<file path="config.mk">
export PLATFORM = sky130hd
export DESIGN_NAME = dt_engine_flat
export DESIGN_NICKNAME = d
export VERILOG_FILES = /design/src/rtl/dt_pkg.sv /design/src/rtl/dt_if.sv /design/src/rtl/dt_node_eval.sv /design/src/rtl/dt_engine.sv /design/src/flat_wrapper.sv
export SDC_FILE = /design/constraint.sdc
export NUM_CORES = 1
export LEC_CHECK = 0
export ABC_AREA = 1
export CAP_MARGIN = 0
export CORE_MARGIN = 4
export CORE_UTILIZATION = 35
export CTS_CLUSTER_DIAMETER = 60
export DETAILED_ROUTE_END_ITERATION = 7
export HOLD_SLACK_MARGIN = 0.1
export PLACE_DENSITY = 0.6
export SETUP_SLACK_MARGIN = 0.1
export SYNTH_ARGS = -nofsm -noshare
export SYNTH_HDL_FRONTEND = slang
export SYNTH_SLANG_ARGS = --single-unit
</file>
<file path="constraint.sdc">
create_clock -name clk -period 3.5 [get_ports clk]
set_input_delay 0.35 -clock clk [delete_from_list [all_inputs] [get_ports clk]]
set_output_delay 0.35 -clock clk [all_outputs]
set_load 0.01 [all_outputs]
</file>
<file path="src/rtl/dt_pkg.sv">
// Decision-tree engine package: node record layout, FSM state encoding and
// the built-in iris classification tree used at reset / as the fixed table.
package dt_pkg;

   localparam int FEAT_W    = 5;
   localparam int N_FEAT    = 4;
   localparam int N_NODES   = 32;
   localparam int CLASS_W   = 3;
   localparam int MAX_DEPTH = 8;
   localparam int NODE_W    = $clog2(N_NODES);
   localparam int FIDX_W    = $clog2(N_FEAT);
   localparam int NODE_BITS = 1 + FIDX_W + FEAT_W + 2*NODE_W + CLASS_W;

   typedef enum logic [1:0] {
      ST_IDLE = 2'd0,
      ST_WALK = 2'd1,
      ST_DONE = 2'd2
   } state_e;

   // Field order fixes the cfg_data bit layout: is_leaf is the MSB, class the LSBs.
   typedef struct packed {
      logic                is_leaf;
      logic [FIDX_W-1:0]   feat_idx;
      logic [FEAT_W-1:0]   threshold;
      logic [NODE_W-1:0]   left;
      logic [NODE_W-1:0]   right;
      logic [CLASS_W-1:0]  cls;
   } node_t;

   typedef node_t [N_NODES-1:0] tree_t;

   function automatic node_t mk_int(int f, int t, int l, int r);
      node_t n;
      n.is_leaf   = 1'b0;
      n.feat_idx  = FIDX_W'(f);
      n.threshold = FEAT_W'(t);
      n.left      = NODE_W'(l);
      n.right     = NODE_W'(r);
      n.cls       = '0;
      return n;
   endfunction

   function automatic node_t mk_leaf(int c);
      node_t n;
      n           = '0;
      n.is_leaf   = 1'b1;
      n.cls       = CLASS_W'(c);
      return n;
   endfunction

   // Features: 0=sepal_length 1=sepal_width 2=petal_length 3=petal_width,
   // quantised to FEAT_W bits. Classes: 1=setosa 2=versicolor 3=virginica.
   // Unused slots are class-0 leaves so a stray index terminates cleanly.
   function automatic tree_t build_default_tree();
      tree_t t;
      for (int i = 0; i < N_NODES; i++) t[i] = mk_leaf(0);
      t[0]  = mk_int(3,  3,  1,  2);
      t[1]  = mk_leaf(1);
      t[2]  = mk_int(3,  6,  3,  4);
      t[3]  = mk_int(2,  9,  5,  6);
      t[4]  = mk_int(2, 15,  7,  8);
      t[5]  = mk_int(0,  4,  9, 10);
      t[6]  = mk_int(1,  8, 11, 12);
      t[7]  = mk_int(1, 10, 13, 14);
      t[8]  = mk_leaf(3);
      t[9]  = mk_leaf(3);
      t[10] = mk_leaf(2);
      t[11] = mk_int(0, 20, 15, 16);
      t[12] = mk_leaf(2);
      t[13] = mk_int(3,  8, 17, 18);
      t[14] = mk_leaf(3);
      t[15] = mk_leaf(2);
      t[16] = mk_leaf(3);
      t[17] = mk_int(0, 25, 19, 20);
      t[18] = mk_leaf(3);
      t[19] = mk_leaf(2);
      t[20] = mk_leaf(3);
      return t;
   endfunction

   localparam tree_t DEFAULT_TREE = build_default_tree();

endpackage

</file>
<file path="src/rtl/dt_if.sv">
// Sample-in / class-out handshake bundle for the decision-tree engine.
interface dt_if #(
   parameter int FEAT_W  = dt_pkg::FEAT_W,
   parameter int N_FEAT  = dt_pkg::N_FEAT,
   parameter int CLASS_W = dt_pkg::CLASS_W
) ();
   logic                       in_valid;
   logic                       in_ready;
   logic [N_FEAT*FEAT_W-1:0]   in_features;
   logic                       out_valid;
   logic                       out_ready;
   logic [CLASS_W-1:0]         out_class;
   logic                       out_err;

   modport master (
      output in_valid, in_features, out_ready,
      input  in_ready, out_valid, out_class, out_err
   );

   modport slave (
      input  in_valid, in_features, out_ready,
      output in_ready, out_valid, out_class, out_err
   );
endinterface

</file>
<file path="src/rtl/dt_node_eval.sv">
// Combinational single-node evaluator: picks the branch for an internal
// node, passes a leaf's class through, and flags bad feature index or
// depth exhaustion.
module dt_node_eval
   import dt_pkg::*;
#(
   parameter int FEAT_W    = dt_pkg::FEAT_W,
   parameter int N_FEAT    = dt_pkg::N_FEAT,
   parameter int MAX_DEPTH = dt_pkg::MAX_DEPTH,
   parameter int DEPTH_W   = $clog2(MAX_DEPTH + 1)
) (
   input  node_t                     node,
   input  logic [N_FEAT*FEAT_W-1:0]  features,
   input  logic [DEPTH_W-1:0]        depth,
   output logic                      is_leaf,
   output logic                      err,
   output logic [NODE_W-1:0]         next_node,
   output logic [CLASS_W-1:0]        cls
);

   logic [FEAT_W-1:0] feat_val;
   logic              idx_bad;

   // Select the addressed feature and resolve branch / leaf / error.
   always_comb begin
      feat_val = '0;
      for (int i = 0; i < N_FEAT; i++)
         if (int'(node.feat_idx) == i) feat_val = features[i*FEAT_W +: FEAT_W];
      idx_bad   = int'(node.feat_idx) >= N_FEAT;
      is_leaf   = node.is_leaf;
      cls       = node.cls;
      err       = !node.is_leaf && (idx_bad || int'(depth) >= MAX_DEPTH);
      next_node = (feat_val <= node.threshold) ? node.left : node.right;
   end

endmodule

</file>
<file path="src/rtl/dt_engine.sv">
// Decision-tree inference engine: accepts a feature vector, walks the node
// table one node per cycle and returns the leaf class (or an error).
// Optional macro DT_PROG_EN makes the node table a reset-loaded register
// file writable through the cfg_* port while idle.
module dt_engine
   import dt_pkg::*;
#(
   parameter int FEAT_W    = dt_pkg::FEAT_W,
   parameter int N_FEAT    = dt_pkg::N_FEAT,
   parameter int N_NODES   = dt_pkg::N_NODES,
   parameter int CLASS_W   = dt_pkg::CLASS_W,
   parameter int MAX_DEPTH = dt_pkg::MAX_DEPTH
) (
   input  logic                          clk,
   input  logic                          reset,
`ifdef DT_PROG_EN
   input  logic                          cfg_we,
   input  logic [$clog2(N_NODES)-1:0]    cfg_addr,
   input  logic [NODE_BITS-1:0]          cfg_data,
`endif
   dt_if.slave                           bus
);

   localparam int NODE_IDX_W = $clog2(N_NODES);
   localparam int DEPTH_W    = $clog2(MAX_DEPTH + 1);

   localparam logic [1:0] IDLE = ST_IDLE;
   localparam logic [1:0] WALK = ST_WALK;
   localparam logic [1:0] DONE = ST_DONE;

   logic [1:0]                 state;
   logic [NODE_IDX_W-1:0]      node_idx;
   logic [DEPTH_W-1:0]         depth;
   logic [N_FEAT*FEAT_W-1:0]   feat_q;
   logic                       out_valid_r;
   logic                       out_err_r;
   logic [CLASS_W-1:0]         out_class_r;
   logic                       cfg_we_i;
   tree_t                      tbl;
   node_t                      cur_node;
   logic                       ev_leaf;
   logic                       ev_err;
   logic [NODE_W-1:0]          ev_next;
   logic [CLASS_W-1:0]         ev_cls;

`ifdef DT_PROG_EN
   assign cfg_we_i = cfg_we;

   // Node table registers: reloaded on reset, writable only while idle.
   always_ff @(posedge clk) begin
      if (reset)
         tbl <= DEFAULT_TREE;
      else if (state == IDLE && cfg_we)
         tbl[cfg_addr] <= node_t'(cfg_data);
   end
`else
   assign cfg_we_i = 1'b0;
   assign tbl      = DEFAULT_TREE;
`endif

   assign cur_node = tbl[node_idx];

   dt_node_eval #(
      .FEAT_W    (FEAT_W),
      .N_FEAT    (N_FEAT),
      .MAX_DEPTH (MAX_DEPTH),
      .DEPTH_W   (DEPTH_W)
   ) u_eval (
      .node      (cur_node),
      .features  (feat_q),
      .depth     (depth),
      .is_leaf   (ev_leaf),
      .err       (ev_err),
      .next_node (ev_next),
      .cls       (ev_cls)
   );

   // A config write takes priority over accepting a sample in the same cycle.
   assign bus.in_ready  = (state == IDLE) && !cfg_we_i;
   assign bus.out_valid = out_valid_r;
   assign bus.out_class = out_class_r;
   assign bus.out_err   = out_err_r;

   // Control FSM: accept, walk one node per cycle, hold result until taken.
   always_ff @(posedge clk) begin
      if (reset) begin
         state       <= IDLE;
         out_valid_r <= 1'b0;
         out_class_r <= '0;
         out_err_r   <= 1'b0;
      end else begin
         case (state)
            IDLE: begin
               if (bus.in_valid && bus.in_ready) begin
                  feat_q   <= bus.in_features;
                  node_idx <= '0;
                  depth    <= '0;
                  state    <= WALK;
               end
            end
            WALK: begin
               if (ev_leaf) begin
                  out_class_r <= ev_cls;
                  out_err_r   <= 1'b0;
                  out_valid_r <= 1'b1;
                  state       <= DONE;
               end else if (ev_err) begin
                  out_class_r <= '0;
                  out_err_r   <= 1'b1;
                  out_valid_r <= 1'b1;
                  state       <= DONE;
               end else begin
                  node_idx <= NODE_IDX_W'(ev_next);
                  depth    <= depth + DEPTH_W'(1);
               end
            end
            DONE: begin
               if (bus.out_ready) begin
                  out_valid_r <= 1'b0;
                  state       <= IDLE;
               end
            end
            default: state <= IDLE;
         endcase
      end
   end

endmodule

</file>
<file path="src/flat_wrapper.sv">
// flat-port wrapper written by rule: the top's interface ports become plain ports
module dt_engine_flat import dt_pkg::*;
#(
   parameter int FEAT_W    = dt_pkg::FEAT_W,
   parameter int N_FEAT    = dt_pkg::N_FEAT,
   parameter int N_NODES   = dt_pkg::N_NODES,
   parameter int CLASS_W   = dt_pkg::CLASS_W,
   parameter int MAX_DEPTH = dt_pkg::MAX_DEPTH
)
  (clk, reset, bus_in_valid, bus_in_features, bus_out_ready, bus_in_ready, bus_out_valid, bus_out_class, bus_out_err);
  dt_if #(.FEAT_W(FEAT_W), .N_FEAT(N_FEAT), .CLASS_W(CLASS_W)) bus_i ();
  input  logic clk;
  input  logic reset;
  input wire logic [$bits(bus_i.in_valid)-1:0] bus_in_valid;
  input wire logic [$bits(bus_i.in_features)-1:0] bus_in_features;
  input wire logic [$bits(bus_i.out_ready)-1:0] bus_out_ready;
  output wire logic [$bits(bus_i.in_ready)-1:0] bus_in_ready;
  output wire logic [$bits(bus_i.out_valid)-1:0] bus_out_valid;
  output wire logic [$bits(bus_i.out_class)-1:0] bus_out_class;
  output wire logic [$bits(bus_i.out_err)-1:0] bus_out_err;
  assign bus_i.in_valid = bus_in_valid;
  assign bus_i.in_features = bus_in_features;
  assign bus_i.out_ready = bus_out_ready;
  assign bus_in_ready = bus_i.in_ready;
  assign bus_out_valid = bus_i.out_valid;
  assign bus_out_class = bus_i.out_class;
  assign bus_out_err = bus_i.out_err;
  dt_engine #(.FEAT_W(FEAT_W), .N_FEAT(N_FEAT), .N_NODES(N_NODES), .CLASS_W(CLASS_W), .MAX_DEPTH(MAX_DEPTH)) u_core (.clk(clk), .reset(reset), .bus(bus_i));
endmodule
</file>
==> run_results.csv, run 1 <==
group,metric,value,unit
floorplan,num_rows,31,
clock_tree,cts_hold_buf,0,
clock_tree,h-tree-depth,2,
grt,grt_pass1_vias,1827,
grt,track_usage,12.0,%
yosys,ys_seq_area_share,52.6,%
pwr,pwr_density_cell,885,nW/um2
placed_design,place_congestion,0.861,
finish,nets,364,
sta,period_needed,3020,ps
finish,nFillCells,700,
yosys,synth_edf_count,29,
sta,final_max_slew_viol_count,0,
worst_setup_path,slowest_stage,"dfxtp_2",
floorplan,start_util,35.9,%
yosys,syn_nets,330,
grt,grt_start_max_net_pins,21,
detailed_routing,drt_iter0_drc,100,
detailed_routing,firstDrtPassIters,4,
worst_setup_path,cpMostUsedCell,"nand2_1",
yosys,syn-mean-instance-area,8.96,um2
yosys,synthArstFlopShare,0,%
sta,tns,0,ps
yosys,yosys-top-cells-area,"edfxtp_1 33%, dfxtp_1 19%, nand2_1 11%",
floorplan,dieArea,8890,um2
worst_setup_path,slowest_delay,400,ps
clock_tree,cts_root_buffer,"clkbuf_8",
job,cap_viol_max_count,0,
detailed_routing,vias,1899,
worst_setup_path,startpoint_type,"register",
worst_setup_path,worstPathArrival,3240,ps
clock_tree,clock_latency,310,ps
sta,grt_setup_unrepaired,"no",
grt,antenna_found_initial,0,
finish,syn_to_final_growth,19.4,%
sta,period_share,86.4,%
finish,final_util,42.9,%
floorplan,boundaryPins,30,
placed_design,io_buffers,28,
sta,setup_violations,0,
worst_setup_path,crit_path_max_fanout,9,
grt,grt_pass1_wl,8220,um
min_path,hp-class,"register to register",
finish,layout-drive-gt1-share,11.7,%
yosys,synth_cell_type_count,35,
detailed_routing,via_per_inst,4.47,
yosys,synth_largest_area_cell,"edfxtp_1",
yosys,yosys_warnings,0,
sta,hold_violations,0,
clock_tree,cts_tree,"yes",
detailed_routing,drc,0,
worst_setup_path,endpoint_kind,"register",
worst_setup_path,worstPathCellList,"inv_1, nor2_1, inv_1, o21ai_0, nand2_1, ha_1, nand2_1, nor2_1, nand2_1, nand2_2, nand3_1, o21ai_2, ha_1, nand2_2, inv_2, nand2_4, nand2_1, nor2_1",
clock_tree,clock_path_buffers,2,
detailed_routing,routedWlPerCell,11.7,um
sta,finClkSkew,4.41,ps
floorplan,die_w,94.3,um
outcome,outcome,"complete, no violations",
floorplan,core_area,7250,um2
yosys,netlist_area,2610,um2
yosys,synth_top_flop_cell,"edfxtp_1",
worst_setup_path,cp.required,3720,ps
detailed_routing,wirelength,4990,um
yosys,synth_commonest_cells,"77 x nand2_1, 33 x inv_1, 29 x edfxtp_1",
yosys,synthCells,291,
yosys,synth_most_common_cell,"nand2_1",
clock_tree,clkTransAtPathRegs,100,ps
grt,grt_overflow,0,
finish,antenna_cells,0,
detailed_routing,ant_nets,0,
floorplan,die_h,94.3,um
sta,max_freq,331,MHz
clock_tree,cts_buffers,5,
yosys,yosysTopAreaCellShare,33.4,%
yosys,yosys_register_bits,54,
pwr,ir_worst_vdd,0.244,mV
worst_setup_path,path_class,"register to register",
clock_tree,clock-sinks,54,
pwr,p_leak,1.39,nW
placed_design,hpwlAfterDp,3920,um
-- sequential cells by signal, indices dropped and copies added, names as in the netlist --
signal	count
u_core.bus.out_valid	1
u_core.bus.out_class	2
u_core.state	2
u_core.cur_node	19
u_core.node_idx	5
u_core.feat_q	20
u_core.depth	4
u_core.bus.out_err	1
-- path summary, 6_finish.rpt --
kind / endpoint / slack, ps / cells after the start / startpoint
min reg2reg: u_core.bus.out_class[0] / 450 / 2 / u_core.cur_node[0]
max: u_core.cur_node[20] / 480 / 18 / u_core.cur_node[19]
min: u_core.bus.out_class[0] / 450 / 2 / u_core.cur_node[0]
max reg2reg: u_core.cur_node[20] / 480 / 18 / u_core.cur_node[19]
-- placed cells by master (no fill, tap or decap), types with 3 or more instances in the layout --
cell | Yosys | layout
a21oi_1 | 7 | 7
buf_4 | 1 | 3
clkbuf_8 | 0 | 5
clkdlybuf4s50_1 | 0 | 28
dfxtp_1 | 25 | 23
edfxtp_1 | 29 | 29
ha_1 | 15 | 15
inv_1 | 33 | 33
inv_2 | 4 | 4
nand2_1 | 77 | 76
nand2_2 | 6 | 7
nand2_4 | 3 | 3
nand3_1 | 28 | 28
nand4_1 | 3 | 3
nor2_1 | 19 | 19
o21ai_0 | 14 | 14
-- kinds of logic (layout without fill, tap and decap cells) --
kind of cell	Yosys count	count (layout)	share of synthesized area, %
compound gates	30	30	6.29
fa+ha+maj	15	15	7.20
other cells	1	1	0.144
xor+xnor	2	2	0.672
simple gates	148	148	26.7
flops	54	54	52.6
buf+inv	41	76	6.38
-- repair_timing --
action                                  in CTS  in global routing
endpoints found under the setup margin       0                 18
gates resized for setup                      0                  4
setup buffers                                0                  1
-- metal layers --
| metal | vias to the layer above | wire, um | track usage [%] |
|---|---|---|---|
| met1 | 837 | 2460 | 16.5 |
| met3 | 10 | 162 | 2.32 |
| met5 | - | 0 | 0 |
| met2 | 28 | 2240 | 17.8 |
| li1 | 1024 | - | - |
| met4 | 0 | 128 | 5.66 |
-- worst max-delay path, delay by kind of cell, from the launching register on --
kind / cells / cell delay, ps
AOI/OAI and AO/OA: 2 / 500
adders and majority gates: 2 / 560
buffers and inverters: 3 / 320
DFF: 1 / 400
and+or+nand+nor: 11 / 1130
-- through the flow --
step	cell area [um2]	hold slack, ps	setup slack, ps	std cells	total power, W
4_1_cts	3100	453	223	424	0.00277
2_1_floorplan	2610	419	772	291	0.00204
5_1_grt	3110	467	111	425	0.00304
3_3_place_gp	3000	432	275	416	0.00238
6_report	3110	455	477	425	0.00276
3_5_place_dp	3000	439	251	416	0.00239
-- power by group --
part / internal [W] / leakage [nW] / switching (W)
combinational: 0.000499 / 0.862 / 0.000924
sequential: 0.000882 / 0.478 / 0.0000816
clock: 0.000150 / 0.0506 / 0.000219
-- cell type report --
cell class	instances	area (um2)	area share (%)
clock inverter	3	28.8	0.925
clock buffer	5	68.8	2.21
inverter	37	139	4.46
tap	99	124	3.98
timing repair buffer	31	303	9.73
multi-input combinational	196	1070	34.5
sequential	54	1370	44.1
Power figures use the tool's default switching activity.
==> run 2, diff against run 1 <==
==> constraint.sdc (replaced) <==
create_clock -name clk -period 3.13 [get_ports clk]
set_input_delay 0.313 -clock clk [delete_from_list [all_inputs] [get_ports clk]]
set_output_delay 0.313 -clock clk [all_outputs]
set_load 0.01 [all_outputs]
==> run_results.csv, run 2 (synthesized netlist as in run 1, its figures left out) <==
group,metric,value,unit
worst_setup_path,cp_top_family,"simple AND/OR/NAND/NOR gates",
finish,layout-drive-gt1-share,15.8,%
worst_setup_path,startpoint_type,"register",
sta,period_needed,2780,ps
grt,grt_pass1_vias,1876,
worst_setup_path,crit_start,"u_core.cur_node[18]",
pwr,p_leak,1.44,nW
floorplan,die_h,94.3,um
outcome,outcome,"complete, no violations",
worst_setup_path,path_buf_inv,3,
sta,period_share,88.8,%
detailed_routing,wirelength,5190,um
finish,antenna_cells,0,
finish,final_common_cell,"nand2_1",
grt,grt_start_max_net_pins,21,
placed_design,hpwlAfterDp,3970,um
floorplan,start_util,35.9,%
worst_setup_path,cp.required,3330,ps
detailed_routing,drc,0,
clock_tree,cts_tree,"yes",
clock_tree,h-tree-depth,2,
clock_tree,clock_path_buffers,2,
min_path,hp-class,"register to register",
worst_setup_path,ff2ff_setup_slack,350,ps
pwr,power.switching,0.00141,W
sta,hold_violations,0,
worst_setup_path,worstSetupEndpoint,"u_core.cur_node[8]",
worst_setup_path,slowest_stage,"dfxtp_4",
detailed_routing,vias,1973,
pwr,p_sw_share,43.0,%
floorplan,core_area,7250,um2
worst_setup_path,worstPathArrival,2980,ps
pwr,seq_power_share,32.8,%
worst_setup_path,worstReg2RegStart,"u_core.cur_node[18]",
worst_setup_path,r2r-end,"u_core.cur_node[8]",
clock_tree,cts_hold_buf,0,
sta,setup_ws,350,ps
sta,setup_violations,0,
finish,regMostFlops,"u_core.feat_q",
grt,track_usage,12.2,%
grt,grt_overflow,0,
clock_tree,clkTransAtPathRegs,100,ps
floorplan,die_w,94.3,um
worst_setup_path,endpoint_kind,"register",
placed_design,placed_cell_area,3030,um2
finish,design_area,3210,um2
worst_setup_path,cpMostUsedCell,"nand2_1",
worst_setup_path,worstPathCellList,"buf_4, o21ai_0, o21ai_0, o21ai_0, nand2_1, ha_1, nand2_1, inv_1, nand2_1, nand3_2, nand2_2, nand2_1, nand4_1, nand2_2, buf_4, ha_1, nand3_1, nand2_1, nand3_1, nand3_2",
sta,grt_setup_unrepaired,"no",
pwr,ir_worst_vdd,0.302,mV
sta,max_freq,360,MHz
detailed_routing,ant_nets,0,
floorplan,dieArea,8890,um2
job,cap_viol_max_count,0,
detailed_routing,firstDrtPassIters,4,
floorplan,num_rows,31,
pwr,pwr_density_cell,1020,nW/um2
worst_setup_path,slowest_delay,380,ps
detailed_routing,via_per_inst,4.55,
sta,final_max_slew_viol_count,0,
placed_design,io_buffers,28,
finish,largest_reg_flops,20,
worst_setup_path,ff2ff_path_depth,20,
detailed_routing,drt_iter0_drc,147,
sta,finClkSkew,8.94,ps
pwr,total_power,0.00327,W
pwr,clock_power_share,14.7,%
worst_setup_path,worst-path-stages,20,
clock_tree,cts_root_buffer,"clkbuf_8",
finish,final_cell_mix,"74 x nand2_1, 30 x inv_1, 29 x edfxtp_1",
placed_design,preCtsSetupSlack,109,ps
clock_tree,clock-sinks,54,
finish,syn_to_final_growth,23.1,%
placed_design,place_congestion,0.840,
sta,tns,0,ps
clock_tree,cts_buffers,5,
floorplan,boundaryPins,30,
grt,grt_pass1_wl,8630,um
worst_setup_path,path_class,"register to register",
grt,antenna_found_initial,0,
worst_setup_path,crit_path_max_fanout,7,
pwr,p_comb_share,52.5,%
finish,nets,373,
detailed_routing,routedWlPerCell,12.0,um
finish,final_util,44.2,%
clock_tree,clock_latency,310,ps
pwr,p_int,0.00187,W
-- run 2: changes by cell type in the layout (fill, tap and decap cells not counted), moves of 3 or more --
cell     before  now
buf_4         3   11
nand2_2       7   10
o21ai_1       2    7
inv_2         4    7
o21ai_0      14   10
inv_1        33   30
-- run 2: per-layer routing --
layer | vias to the layer above | global-route usage (%) | share of wire (%)
li1 | 1037 | - | -
met1 | 890 | 17.2 | 49
met2 | 37 | 18.9 | 46
met3 | 9 | 2.24 | 3.3
met4 | 0 | 4.09 | 1.6
met5 | - | 0 | 0
-- run 2: power by group through the flow --
stage	clock, W	sequential, W	combinational (W)
after floorplan	0	0.00107	0.00122
after detailed placement	0	0.00109	0.00161
after global routing	0.000520	0.00109	0.00198
after CTS	0.000496	0.00107	0.00162
after global placement	0	0.00108	0.00161
final	0.000482	0.00107	0.00172
-- run 2: what timing repair did --
item | in CTS | in global routing
buffers inserted | 0 | 5
pin swaps | 0 | 3
endpoints found under the setup margin | 2 | 18
gates cloned | 0 | 1
resized for setup | 1 | 14
-- run 2: worst min-delay path by stage --
stage	startpoint	endpoint	cells past startpoint
floorplan	reset	u_core.bus.out_class[0]	1
global placement	u_core.cur_node[1]	u_core.bus.out_class[1]	2
detailed placement	u_core.cur_node[1]	u_core.bus.out_class[1]	2
CTS	u_core.cur_node[1]	u_core.bus.out_class[1]	2
global route	u_core.cur_node[1]	u_core.bus.out_class[1]	2
finish	u_core.cur_node[0]	u_core.bus.out_class[0]	2
-- run 2: area by class of cell --
cell class              count  area (um2)
clock buffers               5        68.8
fillers                   710        4040
repair buffers             39         363
flip-flops and latches     54        1380
multi-input cells         197        1090
well taps                  99         124
inverters                  37         139
clock inverters             3        47.5
-- run 2: worst reg2reg max path: stages, from the launching register on --
cell,delay [ps]
dfxtp_4,380
buf_4,140
o21ai_0,130
o21ai_0,90
o21ai_0,80
nand2_1,80
ha_1,280
nand2_1,90
inv_1,40
nand2_1,70
nand3_2,120
nand2_2,120
nand2_1,80
nand4_1,130
nand2_2,120
buf_4,160
ha_1,160
nand3_1,120
nand2_1,80
nand3_1,110
nand3_2,80
-- run 2: metrics by stage --
step | hold slack [ps] | std cells
after detailed placement | 440 | 420
after global placement | 434 | 420
final | 448 | 434
after floorplan | 382 | 291
after CTS | 455 | 428
after global routing | 481 | 434
==> RTL change: new RTL, config.mk and constraints of run 2 <==
Set the package constant `N_FEAT` to 16 (it was 4).
--- a/src/rtl/dt_pkg.sv
+++ b/src/rtl/dt_pkg.sv
@@ -5,3 +5,3 @@
    localparam int FEAT_W    = 5;
-   localparam int N_FEAT    = 4;
+   localparam int N_FEAT    = 16;
    localparam int N_NODES   = 32;
Interface: changed (resized bus_in_features); port bits go from 30 to 90. The function was not compared with the original's and may differ.
==> RTL change against run 2 <==
Cell area rose by 0.86%. Wire length fell by 1.6%. Core utilization rose by 0.38 points. Area after synthesis rose by 0.14%. Sequential cell count did not move. Worst setup slack improved by 0.017 ns. First-iteration DRC count fell by 41%. Non-clock buffer count rose by 4. Power fell by 0.88%. Critical path type unchanged. Largest cell class unchanged.
==> RTL change: results (changes against run 2) <==
The number of antenna violations at the first check in global routing came out at 0 (unchanged). The count of cell types in the netlist came out at 33 (was 35). The initial DRC count is 87 (was 147). The data arrival time at the worst-slack endpoint came to 2.96 ns (was 2.98 ns).

The number of standard cells in the final layout excluding fillers came to 436 (was 434). The via count of the first global-routing pass was 1,927 (was 1,876). The H-tree depth reported by CTS came out at 2 (unchanged). The number of nets in the synthesized netlist came out at 390 (was 330).

The compound-cell area share of the yosys netlist came to 5.705% (was 6.289%). The leakage power of the design came to 1.435 nW (was 1.442 nW). Most used standard cells in the synthesized netlist: sky130_fd_sc_hd__nand2_1 (77), sky130_fd_sc_hd__inv_1 (34), sky130_fd_sc_hd__nand3_1 (33) (was sky130_fd_sc_hd__nand2_1 (77), sky130_fd_sc_hd__inv_1 (33), sky130_fd_sc_hd__edfxtp_1 (29)). The final number of hold-violating endpoints was 0 (unchanged). The synthesized area per cell is 8.969 µm² (was 8.956 µm²).

The total half-perimeter wirelength after legalization and detailed placement is 3885 µm (was 3971 µm). The xor and xnor fraction of the mapped netlist area came to 0.6711% (was 0.6721%). The wire length of the first global-routing pass came out at 8728 µm (was 8625 µm). The maximum number of buffers from clock root to sink came out at 2 (unchanged). The share of synthesized cell area in full adder, half adder and majority cells is 7.191% (was 7.201%). The final RePlAce weighted congestion came to 0.8146 (was 0.8397). The filler cell count in the final layout was 733 (was 710). The detailed-route wire length is 5112 µm (was 5194 µm). The worst clock skew on the final layout came out at 0.007394 ns (was 0.008940 ns). The first-pass iteration count of the detailed router came to 4 (unchanged). The peak fanout along the critical path came out at 8 (was 7). The clock transition at the registers of the reported paths came out at 0.08 ns (was 0.10 ns). The largest vdd supply drop was 0.0003137 V (was 0.0003017 V). Status: finished, final reports clean (unchanged).

The placed instance area is 0.003073 mm² (was 0.003028 mm²). The total instance count after detailed placement was 425 (was 420). The maximum number of pins on one net before global-route repair is 21 (unchanged).

The part of the Yosys area used for sequential elements was 52.54% (was 52.62%). Top cells by area, synth: sky130_fd_sc_hd__edfxtp_1 (33%), sky130_fd_sc_hd__dfxtp_1 (19%), sky130_fd_sc_hd__nand2_1 (11%), sky130_fd_sc_hd__ha_1 (7.2%), sky130_fd_sc_hd__nand3_1 (6.3%) (was sky130_fd_sc_hd__edfxtp_1 (33%), sky130_fd_sc_hd__dfxtp_1 (19%), sky130_fd_sc_hd__nand2_1 (11%), sky130_fd_sc_hd__ha_1 (7.2%), sky130_fd_sc_hd__nand3_1 (5.4%)). The share of final-layout standard cells stronger than drive strength 1 is 15.43% (was 15.82%). The switching share of power is 41.77% (was 42.98%). The total routing usage reported by global routing came out at 12.54% (was 12.23%). The number of vias in the routed layout is 1,991 (was 1,973).
==> RTL change: cell type report <==
cell class / count / area, µm² / share of cell area [%]
clock inverter: 2 / 33.78 / 1.044
clock buffer: 6 / 72.57 / 2.242
tap: 99 / 123.9 / 3.827
timing repair buffer: 43 / 392.9 / 12.14
multi-input combinational: 193 / 1092 / 33.75
inverter: 39 / 146.4 / 4.523
sequential: 54 / 1375 / 42.48
==> RTL change: through the flow <==
step           total power, mW  setup WS [ns]
2_1_floorplan            2.246         0.5450
3_3_place_gp             2.719         0.3227
3_5_place_dp             2.745         0.2771
4_1_cts                  3.198         0.2489
5_1_grt                  3.587        0.09935
6_report                 3.245         0.3669
==> RTL change: repair_timing <==
action,CTS,global route
resized for setup,0,12
setup endpoints to repair,0,18
setup buffers,0,3
==> RTL change: final timing paths <==
path,slack [ns],to,cells after the start,start
max,0.37,u_core.cur_node[22],19,u_core.cur_node[18]
min,0.46,u_core.bus.out_class[1],2,u_core.cur_node[1]
max reg2reg,0.37,u_core.cur_node[22],19,u_core.cur_node[18]
min reg2reg,0.46,u_core.bus.out_class[1],2,u_core.cur_node[1]
==> RTL change: routing by layer <==
metal / part of all wire (%) / track usage, % / wire length [µm] / up-vias
met5: 0 / 0 / 0 / -
met1: 47 / 16.48 / 2402 / 916
met2: 49 / 20.69 / 2489 / 28
met4: 1.7 / 4.693 / 89 / 0
li1: - / - / - / 1042
met3: 2.6 / 2.151 / 131 / 5
==> RTL change: power groups by stage <==
stage	Combinational, mW	Sequential, mW	Clock (mW)
global placement	1.65	1.07	0
global route	2.01	1.08	0.494
detailed placement	1.67	1.07	0
finish	1.74	1.06	0.445
CTS	1.68	1.06	0.461
floorplan	1.19	1.06	0
